[src/rtl/mips_mc_control_unit.sv]
// mips_mc_control_unit
//   Multi-cycle Moore control unit for a MIPS-I integer subset. One state
//   per clock; every datapath select/enable is a registered function of the
//   state being entered. The exception is the branch pc_ld, which must see
//   the Z flag of the current compare cycle.
//
// Ports
//   clk        rising-edge clock
//   reset      asynchronous, active-low reset
//   ir         instruction register contents (stable after FETCH)
//   N, C, V    ALU flags, not used by this subset
//   Z          ALU zero flag, looked at only in BR_CMP
//   im_cs/im_rd, ir_ld, pc_inc      instruction fetch controls
//   pc_ld, pc_sel                   PC load and source (0 br, 1 jump, 2 RS)
//   dm_cs/dm_rd/dm_wr               data memory controls
//   D_En, D_sel, Y_Sel, T_Sel       register file write, address, source, RT mux
//   HILO_ld, FS                     HI/LO load and ALU function
//   halt                            unit stopped (BREAK / illegal)
//   state_dbg                       current state encoding

module mips_mc_control_unit #(
  parameter int RESET_STALL = 1
) (
  input  logic        clk,
  input  logic        reset,
  input  logic [31:0] ir,
  input  logic        N,
  input  logic        Z,
  input  logic        C,
  input  logic        V,
  output logic        im_cs,
  output logic        im_rd,
  output logic        ir_ld,
  output logic        pc_inc,
  output logic        pc_ld,
  output logic [1:0]  pc_sel,
  output logic        dm_cs,
  output logic        dm_rd,
  output logic        dm_wr,
  output logic        D_En,
  output logic        T_Sel,
  output logic        HILO_ld,
  output logic [1:0]  D_sel,
  output logic [2:0]  Y_Sel,
  output logic [4:0]  FS,
  output logic        halt,
  output logic [4:0]  state_dbg
);

  typedef enum logic [4:0] {
    RESET   = 5'd0,
    FETCH   = 5'd1,
    DECODE  = 5'd2,
    R_EXE   = 5'd3,
    R_WB    = 5'd4,
    I_EXE   = 5'd5,
    I_WB    = 5'd6,
    LS_ADDR = 5'd7,
    LW_RD   = 5'd8,
    LW_WB   = 5'd9,
    SW_WR   = 5'd10,
    BR_CMP  = 5'd11,
    J_ST    = 5'd12,
    JAL_ST  = 5'd13,
    JAL_J   = 5'd14,
    JR_ST   = 5'd15,
    MD_EXE  = 5'd16,
    MF_WB   = 5'd17,
    HALT    = 5'd18
  } state_t;

  localparam logic [3:0] STALL_LAST = 4'(RESET_STALL - 1);

  localparam logic [5:0] OP_SW = 6'h2B;

  state_t     state, next_state;
  logic [3:0] cnt, next_cnt;

  logic       n_im_cs, n_im_rd, n_ir_ld, n_pc_inc, n_pc_ld;
  logic [1:0] n_pc_sel;
  logic       n_dm_cs, n_dm_rd, n_dm_wr, n_d_en, n_t_sel, n_hilo_ld;
  logic [1:0] n_d_sel;
  logic [2:0] n_y_sel;
  logic [4:0] n_fs;
  logic       n_halt;
  logic       pc_ld_q;

  logic [5:0] opcode, funct;
  assign opcode = ir[31:26];
  assign funct  = ir[5:0];

  // Flags and instruction fields this subset never looks at.
  logic unused_sig;
  assign unused_sig = ^{N, C, V, ir[25:6]};

  // ALU function for the R-type arithmetic/logic group.
  function automatic logic [4:0] r_fs(input logic [5:0] f);
    case (f)
      6'h20:   r_fs = 5'h02;
      6'h21:   r_fs = 5'h03;
      6'h22:   r_fs = 5'h04;
      6'h23:   r_fs = 5'h05;
      6'h2A:   r_fs = 5'h06;
      6'h2B:   r_fs = 5'h07;
      6'h24:   r_fs = 5'h08;
      6'h25:   r_fs = 5'h09;
      6'h26:   r_fs = 5'h0A;
      6'h27:   r_fs = 5'h0B;
      6'h00:   r_fs = 5'h0C;
      6'h02:   r_fs = 5'h0D;
      6'h03:   r_fs = 5'h0E;
      default: r_fs = 5'h00;
    endcase
  endfunction

  // ALU function for the immediate group; ADDI/SLTI reuse ADD/SLT.
  function automatic logic [4:0] i_fs(input logic [5:0] op);
    case (op)
      6'h08:   i_fs = 5'h02;
      6'h0A:   i_fs = 5'h06;
      6'h0C:   i_fs = 5'h16;
      6'h0D:   i_fs = 5'h17;
      6'h0E:   i_fs = 5'h19;
      6'h0F:   i_fs = 5'h18;
      default: i_fs = 5'h00;
    endcase
  endfunction

  // First execution state for the instruction in ir; anything not
  // recognised (including BREAK) stops the unit.
  function automatic state_t decode_target(input logic [5:0] op, input logic [5:0] f);
    decode_target = HALT;
    case (op)
      6'h00: begin
        case (f)
          6'h20, 6'h21, 6'h22, 6'h23, 6'h2A, 6'h2B,
          6'h24, 6'h25, 6'h26, 6'h27,
          6'h00, 6'h02, 6'h03:           decode_target = R_EXE;
          6'h08:                         decode_target = JR_ST;
          6'h18, 6'h1A:                  decode_target = MD_EXE;
          6'h10, 6'h12:                  decode_target = MF_WB;
          default:                       decode_target = HALT;
        endcase
      end
      6'h08, 6'h0A, 6'h0C, 6'h0D, 6'h0E, 6'h0F: decode_target = I_EXE;
      6'h23, 6'h2B:                      decode_target = LS_ADDR;
      6'h04, 6'h05:                      decode_target = BR_CMP;
      6'h02:                             decode_target = J_ST;
      6'h03:                             decode_target = JAL_ST;
      default:                           decode_target = HALT;
    endcase
  endfunction

  // Next state, then the output word of that next state so it can be
  // registered alongside it.
  always_comb begin
    next_state = state;
    next_cnt   = cnt;
    case (state)
      RESET: begin
        if (cnt == STALL_LAST) begin
          next_state = FETCH;
          next_cnt   = '0;
        end else begin
          next_cnt = cnt + 4'd1;
        end
      end
      FETCH:   next_state = DECODE;
      DECODE:  next_state = decode_target(opcode, funct);
      R_EXE:   next_state = R_WB;
      I_EXE:   next_state = I_WB;
      LS_ADDR: next_state = (opcode == OP_SW) ? SW_WR : LW_RD;
      LW_RD:   next_state = LW_WB;
      JAL_ST:  next_state = JAL_J;
      HALT:    next_state = HALT;
      default: next_state = FETCH;
    endcase

    n_im_cs   = 1'b0;
    n_im_rd   = 1'b0;
    n_ir_ld   = 1'b0;
    n_pc_inc  = 1'b0;
    n_pc_ld   = 1'b0;
    n_pc_sel  = 2'd0;
    n_dm_cs   = 1'b0;
    n_dm_rd   = 1'b0;
    n_dm_wr   = 1'b0;
    n_d_en    = 1'b0;
    n_t_sel   = 1'b0;
    n_hilo_ld = 1'b0;
    n_d_sel   = 2'd0;
    n_y_sel   = 3'd0;
    n_fs      = 5'h00;
    n_halt    = 1'b0;
    case (next_state)
      FETCH: begin
        n_im_cs  = 1'b1;
        n_im_rd  = 1'b1;
        n_ir_ld  = 1'b1;
        n_pc_inc = 1'b1;
      end
      R_EXE:   n_fs = r_fs(funct);
      R_WB: begin
        n_y_sel = 3'd2;
        n_d_sel = 2'd0;
        n_d_en  = 1'b1;
      end
      I_EXE: begin
        n_t_sel = 1'b1;
        n_fs    = i_fs(opcode);
      end
      I_WB: begin
        n_y_sel = 3'd2;
        n_d_sel = 2'd1;
        n_d_en  = 1'b1;
      end
      LS_ADDR: begin
        n_t_sel = 1'b1;
        n_fs    = 5'h02;
      end
      LW_RD: begin
        n_dm_cs = 1'b1;
        n_dm_rd = 1'b1;
      end
      LW_WB: begin
        n_y_sel = 3'd3;
        n_d_sel = 2'd1;
        n_d_en  = 1'b1;
      end
      SW_WR: begin
        n_dm_cs = 1'b1;
        n_dm_wr = 1'b1;
      end
      BR_CMP:  n_fs = 5'h04;
      J_ST: begin
        n_pc_sel = 2'd1;
        n_pc_ld  = 1'b1;
      end
      JAL_ST: begin
        n_y_sel = 3'd4;
        n_d_sel = 2'd2;
        n_d_en  = 1'b1;
      end
      JAL_J: begin
        n_pc_sel = 2'd1;
        n_pc_ld  = 1'b1;
      end
      JR_ST: begin
        n_pc_sel = 2'd2;
        n_pc_ld  = 1'b1;
      end
      MD_EXE: begin
        n_fs      = funct[1] ? 5'h1F : 5'h1E;
        n_hilo_ld = 1'b1;
      end
      MF_WB: begin
        n_y_sel = funct[1] ? 3'd1 : 3'd0;
        n_d_sel = 2'd0;
        n_d_en  = 1'b1;
      end
      HALT:    n_halt = 1'b1;
      default: ;
    endcase
  end

  // State, stall counter and the registered output word.
  always_ff @(posedge clk or negedge reset) begin
    if (!reset) begin
      state   <= RESET;
      cnt     <= '0;
      im_cs   <= 1'b0;
      im_rd   <= 1'b0;
      ir_ld   <= 1'b0;
      pc_inc  <= 1'b0;
      pc_ld_q <= 1'b0;
      pc_sel  <= 2'd0;
      dm_cs   <= 1'b0;
      dm_rd   <= 1'b0;
      dm_wr   <= 1'b0;
      D_En    <= 1'b0;
      T_Sel   <= 1'b0;
      HILO_ld <= 1'b0;
      D_sel   <= 2'd0;
      Y_Sel   <= 3'd0;
      FS      <= 5'h00;
      halt    <= 1'b0;
    end else begin
      state   <= next_state;
      cnt     <= next_cnt;
      im_cs   <= n_im_cs;
      im_rd   <= n_im_rd;
      ir_ld   <= n_ir_ld;
      pc_inc  <= n_pc_inc;
      pc_ld_q <= n_pc_ld;
      pc_sel  <= n_pc_sel;
      dm_cs   <= n_dm_cs;
      dm_rd   <= n_dm_rd;
      dm_wr   <= n_dm_wr;
      D_En    <= n_d_en;
      T_Sel   <= n_t_sel;
      HILO_ld <= n_hilo_ld;
      D_sel   <= n_d_sel;
      Y_Sel   <= n_y_sel;
      FS      <= n_fs;
      halt    <= n_halt;
    end
  end

  // The branch decision needs Z from the compare cycle itself, so it cannot
  // be registered ahead of time. ir[26] separates BNE (1) from BEQ (0).
  logic br_take;
  assign br_take   = (state == BR_CMP) && (Z ^ ir[26]);
  assign pc_ld     = pc_ld_q | br_take;
  assign state_dbg = state;

endmodule
[config.mk]
export PLATFORM = sky130hd
export DESIGN_NAME = mips_mc_control_unit
export DESIGN_NICKNAME = d
export VERILOG_FILES = /design/src/rtl/mips_mc_control_unit.sv
export SDC_FILE = /design/constraint.sdc
export NUM_CORES = 1
export LEC_CHECK = 0
export BUFFER_PORTS_ARGS = -buffer_cell sky130_fd_sc_hd__buf_2
export CAP_MARGIN = 20
export CELL_PAD_IN_SITES_DETAIL_PLACEMENT = 1
export CELL_PAD_IN_SITES_GLOBAL_PLACEMENT = 2
export CORE_ASPECT_RATIO = 1.25
export CORE_UTILIZATION = 25
export CTS_CLUSTER_DIAMETER = 120
export DETAILED_ROUTE_END_ITERATION = 12
export MAX_ROUTING_LAYER = met4
export PLACE_DENSITY = 0.71
export RECOVER_POWER = 50
export SLEW_MARGIN = 20
export SYNTH_ARGS = -nofsm -noshare
export SYNTH_HDL_FRONTEND = slang
export SYNTH_SLANG_ARGS = --single-unit
[constraint.sdc]
create_clock -name clk -period 6.05 [get_ports clk]
set_clock_uncertainty 0.2 [all_clocks]
set_input_delay 0.3025 -clock clk [delete_from_list [all_inputs] [get_ports clk]]
set_output_delay 0.3025 -clock clk [all_outputs]
set_load 0.03 [all_outputs]
After elaboration in Yosys (flattened, before gate mapping)
Memory sizes are Yosys's and may differ from the RTL's.
Index checks and enable logic that the tools add are counted.
- register bits after elaboration: 30
- latch bits: 0
- memories: 2
- word-level logic and storage cells: 93
- memory bits (writable): 0
- bits in read-only memories: 576
- output and inout port bits: 29
- div/mod/pow operators: 0
- reduce and logical (&&, ||, !) cells: 14
- magnitude comparators: 0
- equal/unequal tests: 38
- $mul: 0
- bitwise gates (word level): 2
- add/subtract/negate cells: 1
- shift-type cells: 0
- muxes and demuxes: 21
- memory list (memory ; depth ; bits a word ; read ports ; clocked after Yosys merged registers in ; write ports ; RTL line ; source):
    (name not given) ; 64 ; 5 ; 1 ; 0 ; 0 ; 135 ; case (f)
    (name not given) ; 64 ; 4 ; 1 ; 0 ; 0 ; 98 ; case (f)
- operators with widths (cell ; count):
    $pmux 5 s6 ; 2
    $eq 5x4->1 const B ; 11
    $pmux 5 s9 ; 1
    $eq 6x4->1 const B ; 6
    $eq 5x3->1 const B ; 6
    $pmux 5 s5 ; 1
    $eq 5x5->1 const B ; 4
    $eq 5x2->1 const B ; 3
    $reduce_or 2->1 ; 7
    $eq 6x2->1 const B ; 2
    $eq 6x3->1 const B ; 2
    $eq 6x6->1 const B ; 2
    $pmux 3 s4 ; 1
    $mux 1 ; 11
    $eq 5x1->1 const B ; 2
    $pmux 2 s2 ; 2
    $logic_not 6->1 ; 1
    $reduce_or 6->1 ; 1
    $logic_not 5->1 ; 1
    $mux 5 ; 1
    $reduce_or 5->1 ; 1
    $add 4x1->4 const B ; 1
    $logic_not 4->1 ; 1
    $mux 4 ; 1
    5 further kinds ; 5

Depth between registers and ports, before layout
- word-level depth: 7
- gate-level depth with buffers: 10
- gate-level depth less buffers: 10

Worst setup path before layout
No wires, ideal clock.
- path kind: register to register
- from: reg state[3], in the netlist state_dbg[3]
- to: reg FS[0]
- data arrival time: 2.251 ns
- slack: 3.472 ns
- cell stages (with the launch flop): 9
- path through: dfrtp_1 -> clkbuf_1 -> and2b_2 -> nand2_1 -> nor4bb_1 -> a21oi_1 -> inv_1 -> nor3_4 -> a221o_2
- cells in the longest elaborated chain, start to end: 4
- RTL lines (element ; RTL line ; source):
    from (decl) ; 76 ; state_t state, next_state;
    from (signal assigned) ; 288 ; state <= next_state;
    $eq 5x5->1, or another cell as far along ; 159 ; case (state)
    $pmux 5 s9 * ; 159 ;
    via next_state[0] ; 76 ;
    $eq 5x5->1, or another cell as far along ; 195 ; case (next_state)
    $pmux 5 s5 * ; 195 ;
    via n_fs[0] ; 84 ; logic [4:0] n_fs;
    to (signal assigned) ; 304 ; FS <= n_fs;
    to (decl) ; 45 ; output logic [4:0] FS,
The timed path passes the listed nets; every way through them passes the cells marked *.
A chain may end at the register's enable or synchronous reset.

Worst setup path after layout
- from: reg cnt[0]
- to: reg FS[0]
- cells in the longest elaborated chain, start to end: 5
- RTL lines (element ; RTL line ; source):
    from (decl) ; 77 ; logic [3:0] cnt, next_cnt;
    from (signal assigned) ; 289 ; cnt <= next_cnt;
    $logic_not 4->1 * ; 161 ; if (cnt == STALL_LAST) begin
    $mux 5 * ; 161 ;
    $pmux 5 s9 * ; 159 ;
    via next_state[0] ; 76 ;
    $eq 5x5->1, or another cell as far along ; 195 ;
    $pmux 5 s5 * ; 195 ;
    via n_fs[0] ; 84 ;
Marked as above.

==> metrics.yaml <==
power_and_ir_drop:
  p_per_area_nw_per_um2: 401.7
  p_total_w: 0.0008720
  power.leakage_nw: 0.9814
  ir_drop_uv: 141.1
cts:
  cts_hold_buf: 1
  post_cts_buffers: 0
  cts-root-buf: "clkbuf_8"
  clk_latency_ns: 0.28
  htreeDepth: 2
  cts_resized: 0
  path_clk_slew_ns: 0.06
  numCtsBuffers: 5
  clock_sinks: 30
  cts_tree: "built"
  cts_buffer_depth: 2
critical_path:
  end_kind: "register"
  path_max_fanout: 11
  max_stage_delay_ns: 0.73
  crit_type: "register to register"
  critPathRequiredTime_ns: 6.08
  cp.arrival_ns: 3.14
  slowest_stage: "a21oi_1"
  worstSetupStartpointType: "register"
  path_delay_family: "compound AO/OA/AOI/OAI gates"
  path_buf_inv: 2
  cp_cell_sequence: "inv_1 > ha_1 > nor3b_1 > nor2_1 > nor2_1 > o311a_1 > a21oi_1 > inv_1 > nor3_4 > a221o_2"
global_routing:
  antenna_found_initial: 0
  grt_pass1_vias: 1619
  grt_pass1_wl_um: 8148
  grt_usage_pct: 13.78
  grt_max_degree: 31
  overflow: 0
final_layout:
  regArea_um2: 750.7
  syn_to_final_growth_pct: 13.55
  most-common-layout-cells: "dfrtp_1 (30), clkbuf_1 (24), nor2_1 (20), buf_2 (19), nand2_1 (15)"
  layout_commonest_cell: "dfrtp_1"
  drive_gt1_share_pct: 17.50
  fillers: 899
  final_area_um2: 2171
  multiInputGateArea_um2: 997.2
  nets: 282
  num_antenna_cells: 0
timing:
  finalSetupViolations: 0
  tightest_slew_ns: 1.583
  drv_slew: 31
  grt_setup_unrepaired: "false"
  tns_ns: 0
  period_needed_ns: 3.113
  max_freq_mhz: 321.2
  timing.final.hold_violations: 0
  slew_headroom_pct: -5.530
  final.period_utilization_pct: 51.46
synth:
  synth_cell_type_count: 57
  synth.top_cell.area_share_pct: 39.27
  synth-seq-area-share_pct: 39.27
  yosysTopAreaCell: "dfrtp_1"
  synth_area_um2: 1912
  synth_nets: 248
  syn_inst: 206
  ys.warnings.count: 0
  async_flop_share_pct: 100.0
  synth_edf_count: 0
  synth_area_leaders: "dfrtp_1 (39%), nor2_1 (3.9%), buf_6 (3.5%)"
  avgSynthCellArea_um2: 9.281
  ys_seq_elements: 30
  synthFlopType: "dfrtp_1"
status:
  outcome: "finished with violations"
  violations: "capacitance limit, slew limit"
place:
  dpl-instance-area_um2: 2112
  gp_congestion: 0.7776
  dp_hpwl_um: 3847
  io_buffers: 43
drt:
  vias: 1635
  wire_per_inst_um: 15.07
  drt_wl_total_um: 5004
  dr.pass1.iters: 4
  viasPerCell: 4.925
  ant_nets: 0
  drcViolationCount: 0
  drt_iter0_drc: 67
flow_run:
  cap_violations: 1
min_path:
  hold_path.class: "primary input to register"
floorplan:
  dieWidth_um: 80.22
  die_area_um2: 8003
  die_h_um: 99.77
  coreArea_um2: 7401
  ios: 67
  start_util_pct: 25.83
  row_count: 35
per-layer routing:
metal,part of all wire (%),GRT usage [%]
met4,0.80,4.945
met3,2.8,1.909
met5,0,-
met2,50,23.34
met1,46,16.58
cell usage after synthesis, types with 4 or more instances:
master	count
a21o_1	4
a21oi_1	11
buf_4	5
buf_6	6
dfrtp_1	30
ha_1	4
inv_1	8
nand2_1	15
nand3_1	4
nor2_1	20
nor2b_1	10
nor3_1	10
nor3b_1	6
nor4_1	7
o21ai_0	8
xor2_1	4
where the power goes:
| group | switching [W] | internal, W | total [W] |
|---|---|---|---|
| logic | 0.000304 | 0.000128 | 0.000432 |
| registers | 0.0000490 | 0.000241 | 0.000290 |
| clock network | 0.0000736 | 0.0000769 | 0.000150 |
| total | 0.000427 | 0.000445 | 0.000872 |
cell type report:
cell class	count	area share, %
repair buffers	44	8.991
flip-flops and latches	30	34.58
clock inverters	2	0.4611
inverters	9	1.556
multi-input cells	150	45.94
well taps	92	5.303
clock buffers	5	3.170
cells by family (layout without fill, tap and decap cells):
| group | after synthesis | after routing | synth area share [%] |
|---|---|---|---|
| XOR/XNOR | 5 | 5 | 2.290 |
| multiplexers | 3 | 3 | 1.702 |
| flip-flops | 30 | 30 | 39.27 |
| AND/OR/NAND/NOR | 96 | 96 | 29.97 |
| buffers and inverters | 26 | 60 | 8.573 |
| adder cells (fa/ha/maj) | 4 | 4 | 2.618 |
| AO/OA/AOI/OAI | 42 | 42 | 15.58 |
sequential cells by signal, summed over array words and instances, names as in the netlist, 2 cells and up:
signal     flops
state_dbg      5
pc_sel         2
D_sel          2
FS             5
cnt            4
Y_Sel          3
per-stage QoR:
stage / util [%] / instances / hold WS [ns] / setup slack (ns)
floorplan: - / 206 / -0.1931 / 3.472
global placement: 28.54 / 324 / 0.1683 / 2.949
detailed placement: 28.54 / 324 / 0.1748 / 2.910
CTS: 29.74 / 332 / 0.1593 / 2.891
global route: 29.33 / 332 / 0.1813 / 2.629
finish: 29.33 / 332 / 0.1549 / 2.937
worst paths after layout:
path | from | end | slack [ns] | cells past startpoint
min reg2reg | cnt[3]$_DFFE_PN0P_ | cnt[3]$_DFFE_PN0P_ | 0.27 | 1
max reg2reg | cnt[0]$_DFFE_PN0P_ | FS[0]$_DFF_PN0_ | 2.94 | 10
min | ir[30] | dm_wr$_DFF_PN0_ | 0.15 | 2
max in group asynchronous | reset | Y_Sel[2]$_DFF_PN0_ | 3.98 | 2
max | cnt[0]$_DFFE_PN0P_ | FS[0]$_DFF_PN0_ | 2.94 | 10
min in group asynchronous | reset | state_dbg[1]$_DFF_PN0_ | 0.75 | 2
(Power assumes the default switching activity.)
